**config.mk**
```make
export PLATFORM = sky130hd
export DESIGN_NAME = xor_parity_acc
export DESIGN_NICKNAME = d
export VERILOG_FILES = /design/src/rtl/xor_pkg.sv /design/src/rtl/xor_parity_acc.sv
export SDC_FILE = /design/constraint.sdc
export NUM_CORES = 1
export LEC_CHECK = 0
export BUFFER_PORTS_ARGS = -buffer_cell sky130_fd_sc_hd__buf_2
export CORE_MARGIN = 5
export CORE_UTILIZATION = 47
export CTS_CLUSTER_SIZE = 12
export DETAILED_ROUTE_END_ITERATION = 12
export PLACE_DENSITY = 0.73
export SLEW_MARGIN = 20
export SYNTH_ARGS = -nofsm -noshare
export SYNTH_HDL_FRONTEND = slang
export SYNTH_SLANG_ARGS = --single-unit
```
**constraint.sdc**
```tcl
create_clock -name clk -period 2.01 [get_ports clk]
set_clock_uncertainty 0.15 [all_clocks]
set_input_delay 0 -clock clk [delete_from_list [all_inputs] [get_ports clk]]
set_output_delay 0 -clock clk [all_outputs]
set_load 0.005 [all_outputs]
```
**src/rtl/xor_pkg.sv**
```systemverilog
// xor_pkg: shared state encoding, parity modes and count-width helper for xor_parity_acc
package xor_pkg;

    typedef enum logic {
        ST_ACC  = 1'b0,
        ST_HOLD = 1'b1
    } state_t;

    localparam bit PAR_EVEN = 1'b0;
    localparam bit PAR_ODD  = 1'b1;

    function automatic int cnt_w(input int max_words);
        return $clog2(max_words + 1);
    endfunction

endpackage

```
**src/rtl/xor_parity_acc.sv**
```systemverilog
// xor_parity_acc: per-frame XOR accumulator emitting column parity, parity bit, word count and truncation flag
module xor_parity_acc
    import xor_pkg::*;
#(
    parameter int WIDTH      = 8,
    parameter int MAX_WORDS  = 16,
    parameter bit ODD_PARITY = PAR_EVEN,
    localparam int CW        = cnt_w(MAX_WORDS)
) (
    input  logic             clk,
    input  logic             rst_n,
    input  logic             in_valid,
    output logic             in_ready,
    input  logic [WIDTH-1:0] in_data,
    input  logic             in_last,
    output logic             out_valid,
    input  logic             out_ready,
    output logic [WIDTH-1:0] out_data,
    output logic             out_par,
    output logic [CW-1:0]    out_count,
    output logic             out_trunc
);

    localparam logic [CW-1:0] LIMIT = CW'(MAX_WORDS - 1);

    state_t           r_state;
    logic [WIDTH-1:0] r_acc;
    logic [CW-1:0]    r_cnt;
    logic             r_out_valid;
    logic [WIDTH-1:0] r_out_data;
    logic             r_out_par;
    logic [CW-1:0]    r_out_count;
    logic             r_out_trunc;

    logic [WIDTH-1:0] w_acc_nxt;
    logic [CW-1:0]    w_cnt_nxt;
    logic             w_close;

    assign in_ready  = (r_state == ST_ACC);
    assign w_acc_nxt = r_acc ^ in_data;
    assign w_cnt_nxt = r_cnt + 1'b1;
    assign w_close   = in_last | (r_cnt == LIMIT);

    assign out_valid = r_out_valid;
    assign out_data  = r_out_data;
    assign out_par   = r_out_par;
    assign out_count = r_out_count;
    assign out_trunc = r_out_trunc;

    always_ff @(posedge clk or negedge rst_n) begin
        if (!rst_n) begin
            r_state     <= ST_ACC;
            r_acc       <= '0;
            r_cnt       <= '0;
            r_out_valid <= 1'b0;
            r_out_data  <= '0;
            r_out_par   <= 1'b0;
            r_out_count <= '0;
            r_out_trunc <= 1'b0;
        end else if (r_state == ST_ACC) begin
            if (in_valid) begin
                r_acc <= w_acc_nxt;
                r_cnt <= w_cnt_nxt;
                if (w_close) begin
                    r_state     <= ST_HOLD;
                    r_out_valid <= 1'b1;
                    r_out_data  <= w_acc_nxt;
                    r_out_par   <= (^w_acc_nxt) ^ ODD_PARITY;
                    r_out_count <= w_cnt_nxt;
                    r_out_trunc <= ~in_last;
                end
            end
        end else if (out_ready) begin
            // result fields are left in place; only the handshake and the accumulator clear
            r_state     <= ST_ACC;
            r_out_valid <= 1'b0;
            r_acc       <= '0;
            r_cnt       <= '0;
        end
    end

endmodule

```
; After elaboration in Yosys (flattened, before gate mapping)
; Index checks and enable logic that the tools add are counted.
[word_totals]
reg_bits = 30
input_bits = 13
output_inout_bits = 17
wordCells = 35
[classes]
add_sub_neg = 1
eq_ne = 2
muxes = 14
bitwise_logic = 4
n_reduce_logical = 6
[op_table]
columns = operator, count
row1 = 8-bit two-way mux, 3
row2 = 5-bit two-way mux, 3
row3 = 1-bit two-way mux, 8
row4 = 8-bit parity, 1
row5 = 8-bit bitwise XOR, 1
row6 = 3-bit AND reduction, 2
row7 = 5-bit by 1-bit adder with 5-bit output (second input constant), 1
row8 = 5-bit by 4-bit equality test with 1-bit output (second input constant), 1
row9 = 2-bit nonzero test, 2
row10 = 2-bit inequality test (second input constant), 1
row11 = 1-bit NOT, 2
row12 = 2-bit AND reduction, 1
row13 = 1-bit OR, 1

; Depth between registers and ports, before layout
; Gate-level depths: netlist (run 1).
[logic_depth]
ltp_word = 5
ltp_mapped = 7
depth_no_buf = 7

; Least setup slack after synthesis (run 1)
; Ideal clock, no wire load.
[synth_path]
path_kind = flip-flop to flip-flop
from = reg r_cnt[0]
to = reg r_out_data[7], in the netlist out_data[7]
setup_ns = 0.125
arrival_ns = 1.696
path_slack_ns = 0.039
stages_incl_launch_ff = 7
n_path_buf = 1
cell_sequence = dfrtp_1 ha_1 and3_1 ha_1 o21ai_1 buf_2 o21ai_1
[synth_via]
elab_chain_cells = 3
[synth_lines]
columns = element, line_no
row1 = start: declaration, xor_parity_acc.sv:28  ; logic [CW-1:0] r_cnt;
row2 = start signal: assignment, xor_parity_acc.sv:63  ; r_cnt <= w_cnt_nxt;
row3 = 5-bit by 4-bit equality test with 1-bit output, xor_parity_acc.sv:42  ; assign w_close = in_last | (r_cnt == LIMIT);
row4 = 1-bit OR, xor_parity_acc.sv:42
row5 = 3-bit AND reduction (no source line), -
row6 = end signal: assignment, xor_parity_acc.sv:67  ; r_out_data <= w_acc_nxt;
row7 = end: declaration, xor_parity_acc.sv:30  ; logic [WIDTH-1:0] r_out_data;
; No other way between the ends.
; A chain may end at the register's enable or synchronous reset.

; Final worst setup path (run 1)
[layout_path]
from = reg r_cnt[0]
to = reg r_out_count[4], in the netlist out_count[4]
[layout_via]
elab_chain_cells = 3
word_cells_on_any_way = 4
classes_between = 1 x add/sub / 1 x eq/ne / 1 x bitwise / 1 x reduce/logical
[layout_lines]
columns = element, line_no
row1 = "parallel branches: the longest is 3 deep, another holds 5-bit by 1-bit adder with 5-bit output", -
row2 = end signal: assignment, xor_parity_acc.sv:69  ; r_out_count <= w_cnt_nxt;
row3 = end: declaration, xor_parity_acc.sv:32  ; logic [CW-1:0] r_out_count;
; Parallel ways; which one is timed is not known.

==> impl_metrics.yaml, run 1 <==
outcome:
  outcome: "finished, final reports clean"
sta:
  finalSetupTns_ns: 0
  period_needed_ns: 1.89
  tightestPinTransition_ns: 1.02
  rsz0062_at_grt: "false"
  setup_viol: 0
  slew_viol_final: 0
  maxClockFrequency_ghz: 0.530
  slew_headroom: 0.320
  min_period_over_period: 0.938
  hold_viol_final: 0
  fin_ws_ns: 0.124
logic_synthesis:
  synth.avg_cell_area_sq_um: 9.43
  syn-num-nets: 159
  synth.ff_latch_count: 30
  synth_xor_area_frac: 0.121
  muxShareOfSynthArea: 0
  synth_compound_area_frac: 0.143
  syn-cell-area_sq_mm: 0.00136
  synth_seq_area_share: 0.553
  synthDistinctLibCells: 17
  synth-simple-area-share: 0.143
  synthAdderAreaFrac: 0.0184
  yosysWarnings: 0
  netlist_instances: 144
  synth_top_family_by_area: "compound AO/OA/AOI/OAI gates"
worst_setup_path:
  crit_required_ns: 2.10
  cp.arrival_ns: 1.97
  critPathMaxFanout: 23
  critPathCaptureType: "flip-flop"
  path_class: "reg2reg"
  start_kind: "flip-flop"
die:
  die_w_um: 63.7
  die-area_sq_mm: 0.00406
  io_pins: 30
  core-area_sq_mm: 0.00276
  initial_core_util: 0.492
  die_y_um: 63.7
  rows: 19
global_routing:
  grt_pass1_vias: 1156
  overflow: 0
  use_met3: 0.0578
  grtUsageMet2: 0.268
  grt_max_degree: 31
  grt.total_usage: 0.154
  met1_usage: 0.174
  antenna_found_initial: 0
  grt_first_pass_wirelength_um: 4950
  busiest_layer: "met2"
pwr:
  power_density_mw_per_mm2: 1050
  p_leak_nw: 0.819
  p_int_mw: 1.22
  seq_power_share: 0.485
  p_total_mw: 1.80
  vdd.ir_drop.worst_v: 0.000747
  pwr-share-clk: 0.187
  p_sw_mw: 0.582
  p_comb_frac: 0.327
  swShare: 0.324
place:
  io_buffers: 29
  gp_congestion: 0.825
  post_dp_cell_area_sq_mm: 0.00154
  dp_slack_ns: 0.0816
  dpl.hpwl_um: 2160
clock_tree:
  cts_setup_buffers: 0
  h-tree-depth: 2
  cts_tree: "built"
  clk_latency_ns: 0.31
  clock_sink_count: 30
  max-clock-path-buffers: 2
  clk_pin_slew_ns: 0.08
  cts_buffers: 5
  cts_root_buf: "clkbuf_4"
drt:
  via_per_inst: 5.09
  postRouteAntennaNets: 0
  routedWlPerCell_um: 13.1
  dr.pass1.iters: 4
  wl_um: 2880
  vias: 1114
  drt_iter0_drc: 30
  drc: 0
layout:
  layout.nets: 204
  multiInputGateArea_sq_um: 581
  antennaDiodeCount: 0
  final_common_cell: "nand2_1"
  final_cell_mix: "36 x nand2_1, 33 x o21ai_1, 30 x dfrtp_1"
  syn_to_final_growth_pct: 26.0
  seqCellArea_sq_um: 751
  stdcell_area_sq_mm: 0.00171
  drive_above_1_share: 0.223
  fillers: 240
worst_hold_path:
  hp-class: "in2async"
job:
  cap_violations: 0
-- critical path, cell delays in order, from the launching register on --
cell     delay [ns]
dfrtp_1        0.43
ha_1           0.26
and3_1         0.20
ha_1           0.21
o21ai_2        0.18
buf_6          0.21
nand2_1        0.08
o21ai_1        0.08
-- flip-flops by register name (all words and copies together), names as in the netlist --
signal and cells:
out_count 5, out_data 8, out_par 1, out_trunc 1
out_valid 1, r_acc 8, r_cnt 5, r_state 1
-- cells in the mapped netlist --
cell      count  area (sq um)
a21oi_1       3          15.0
a22o_1        1          8.76
and3_1        1          6.26
buf_2         3          15.0
clkbuf_1      2          7.51
dfrtp_1      30           751
ha_1          2          25.0
inv_1         1          3.75
inv_2         1          3.75
nand2_1      36           135
nand3_1       1          5.00
nor2_1       11          41.3
nor2b_1       1          6.26
o21ai_1      34           170
xnor2_1      14           123
xor2_1        1          8.76
xor2_2        2          32.5
-- path summary, 6_finish.rpt --
kind                             start  slack, ns  depth (start not counted)           end
setup reg to reg              r_cnt[0]       0.12                          7  out_count[4]
setup / recovery              r_cnt[0]       0.12                          7  out_count[4]
min in group clk              in_valid       0.13                          5      r_acc[7]
hold reg to reg            out_data[6]       0.33                          2   out_data[6]
max in group asynchronous        rst_n       1.20                          2  out_count[4]
hold / removal                   rst_n       0.08                          2  out_count[1]
-- metal layers --
metal | wire [um] | up-vias
li1 | - | 562
met1 | 1200 | 517
met2 | 1440 | 30
met3 | 191 | 5
met4 | 45 | 0
met5 | 0 | -
-- per-stage QoR --
stage	util	std cells	hold slack [ns]
CTS	0.618	219	0.0987
finish	0.620	219	0.0808
detailed placement	0.559	202	-0.0860
global placement	0.559	202	-0.0937
floorplan	-	144	-0.446
global route	0.620	219	0.124
-- power groups by stage --
stage               registers, mW  logic (mW)  clock network [mW]
floorplan                   0.880       0.374                   0
global placement            0.875       0.565                   0
detailed placement          0.886       0.582                   0
CTS                         0.874       0.600               0.349
global route                0.896       0.664               0.386
finish                      0.873       0.589               0.337
-- cell families (layout without fill, tap and decap cells) --
kind of cell               count (synthesis)  after routing
xor gates and xnor gates                  17             17
DFF                                       30             30
AOI/OAI and AO/OA                         38             38
buffers and inverters                      7             51
adders and majority gates                  2              2
and+or+nand+nor                           50             50
-- repair_timing --
action                     CTS  global route
resized for setup            0             2
hold buffers                11             0
setup endpoints to repair    0            13
hold endpoints to repair    50             0
-- final cells by class --
type                    instances  area share
flip-flops and latches         30       0.439
multi-input cells             107       0.339
repair buffers                 43       0.165
clock buffers                   6      0.0300
well taps                      31      0.0227
inverters                       2     0.00439
Power figures use the tool's default switching activity.
==> run 2: changes to the inputs <==
- BUFFER_PORTS_ARGS: -buffer_cell sky130_fd_sc_hd__buf_2 -> -buffer_cell sky130_fd_sc_hd__buf_4
==> impl_metrics.yaml, run 2 (synthesis gave the netlist of run 1 again) <==
outcome:
  outcome: "finished, final reports clean"
pwr:
  p_leak_nw: 0.856
  vdd.ir_drop.worst_v: 0.000834
  pwr-share-clk: 0.184
  p_sw_mw: 0.602
  p_comb_frac: 0.348
  seq_power_share: 0.468
  p_int_mw: 1.28
  power_density_mw_per_mm2: 1030
  p_total_mw: 1.88
  swShare: 0.320
global_routing:
  grt_pass1_vias: 1140
  met1_usage: 0.190
  grt.total_usage: 0.156
  antenna_found_initial: 0
  grt_max_degree: 31
  overflow: 0
  busiest_layer: "met2"
  grtUsageMet2: 0.259
  grt_first_pass_wirelength_um: 4990
  use_met3: 0.0543
sta:
  rsz0062_at_grt: "false"
  finalSetupTns_ns: 0
  slew_headroom: 0.308
  hold_viol_final: 0
  setup_viol: 0
  fin_ws_ns: 0.0983
  tightestPinTransition_ns: 1.04
  period_needed_ns: 1.91
  whs_ns: 0.108
  maxClockFrequency_ghz: 0.523
  slew_viol_final: 0
  min_period_over_period: 0.951
die:
  initial_core_util: 0.492
  die-area_sq_mm: 0.00406
  io_pins: 30
  die_w_um: 63.7
  core-area_sq_mm: 0.00276
  die_y_um: 63.7
  rows: 19
drt:
  routedWlPerCell_um: 13.2
  drt_iter0_drc: 49
  via_per_inst: 5.05
  postRouteAntennaNets: 0
  drc: 0
  dr.pass1.iters: 5
  wl_um: 2920
  vias: 1121
place:
  dp_slack_ns: 0.117
  io_buffers: 29
  dpl.hpwl_um: 2090
  post_dp_cell_area_sq_mm: 0.00161
  gp_congestion: 0.793
  placedCellCount: 202
worst_setup_path:
  critPathCaptureType: "flip-flop"
  path_class: "reg2reg"
  cp.arrival_ns: 1.97
  start_kind: "flip-flop"
  crit_required_ns: 2.07
  critPathMaxFanout: 10
clock_tree:
  cts_tree: "built"
  cts_buffers: 5
  clk_pin_slew_ns: 0.09
  cts_setup_buffers: 0
  h-tree-depth: 2
  max-clock-path-buffers: 2
  clk_latency_ns: 0.32
  cts_root_buf: "clkbuf_4"
  clock_sink_count: 30
layout:
  fin_util: 0.660
  stdcell_area_sq_mm: 0.00182
  layout.nets: 207
  drive_above_1_share: 0.230
  final_cell_mix: "36 x nand2_1, 33 x o21ai_1, 31 x buf_4"
  antennaDiodeCount: 0
  final_common_cell: "nand2_1"
  instances_no_fill: 222
  syn_to_final_growth_pct: 34.1
worst_hold_path:
  hp-class: "in2reg"
job:
  cap_violations: 0
==> run 2: final cells by class <==
class                   instances  area (sq um)
repair buffers                 46           392
well taps                      31          38.8
clock buffers                   6          51.3
flip-flops and latches         30           751
fillers                       227           937
inverters                       2          7.51
multi-input cells             107           581
==> run 2: worst paths after layout <==
check / start / end / slack (ns) / cells past startpoint
worst min register to register: out_count[1] / out_count[1] / 0.33 / 2
worst max-delay path: r_cnt[0] / out_data[1] / 0.1 / 6
worst min-delay path: in_valid / r_acc[4] / 0.11 / 5
min in group asynchronous: rst_n / out_trunc / 0.53 / 4
max in group asynchronous: rst_n / r_cnt[2] / 1.02 / 4
worst max register to register: r_cnt[0] / out_data[1] / 0.1 / 6
==> run 2: power by group through the flow <==
stage	Clock (mW)	Combinational (mW)	Sequential, mW
floorplan	0	0.374	0.880
global placement	0	0.620	0.881
detailed placement	0	0.635	0.893
CTS	0.365	0.660	0.881
global route	0.390	0.731	0.909
finish	0.346	0.654	0.880
==> run 2: worst max-delay path, cell delays in order, from the launching register on <==
cell and delay [ns]:
dfrtp_1 0.43, ha_1 0.26, and3_1 0.20, ha_1 0.22, o21ai_2 0.20, clkbuf_4 0.24
o21ai_1 0.09
==> run 2: per-layer routing <==
| metal | vias to the layer above | part of all wire |
|---|---|---|
| li1 | 564 | - |
| met1 | 516 | 0.45 |
| met2 | 36 | 0.48 |
| met3 | 5 | 0.060 |
| met4 | 0 | 0.0096 |
| met5 | - | 0 |
==> run 2: timing repair <==
action                     in CTS  in global routing
gates resized for setup         0                  3
hold endpoints to repair       52                  0
setup endpoints to repair       0                  7
hold buffers                   13                  0
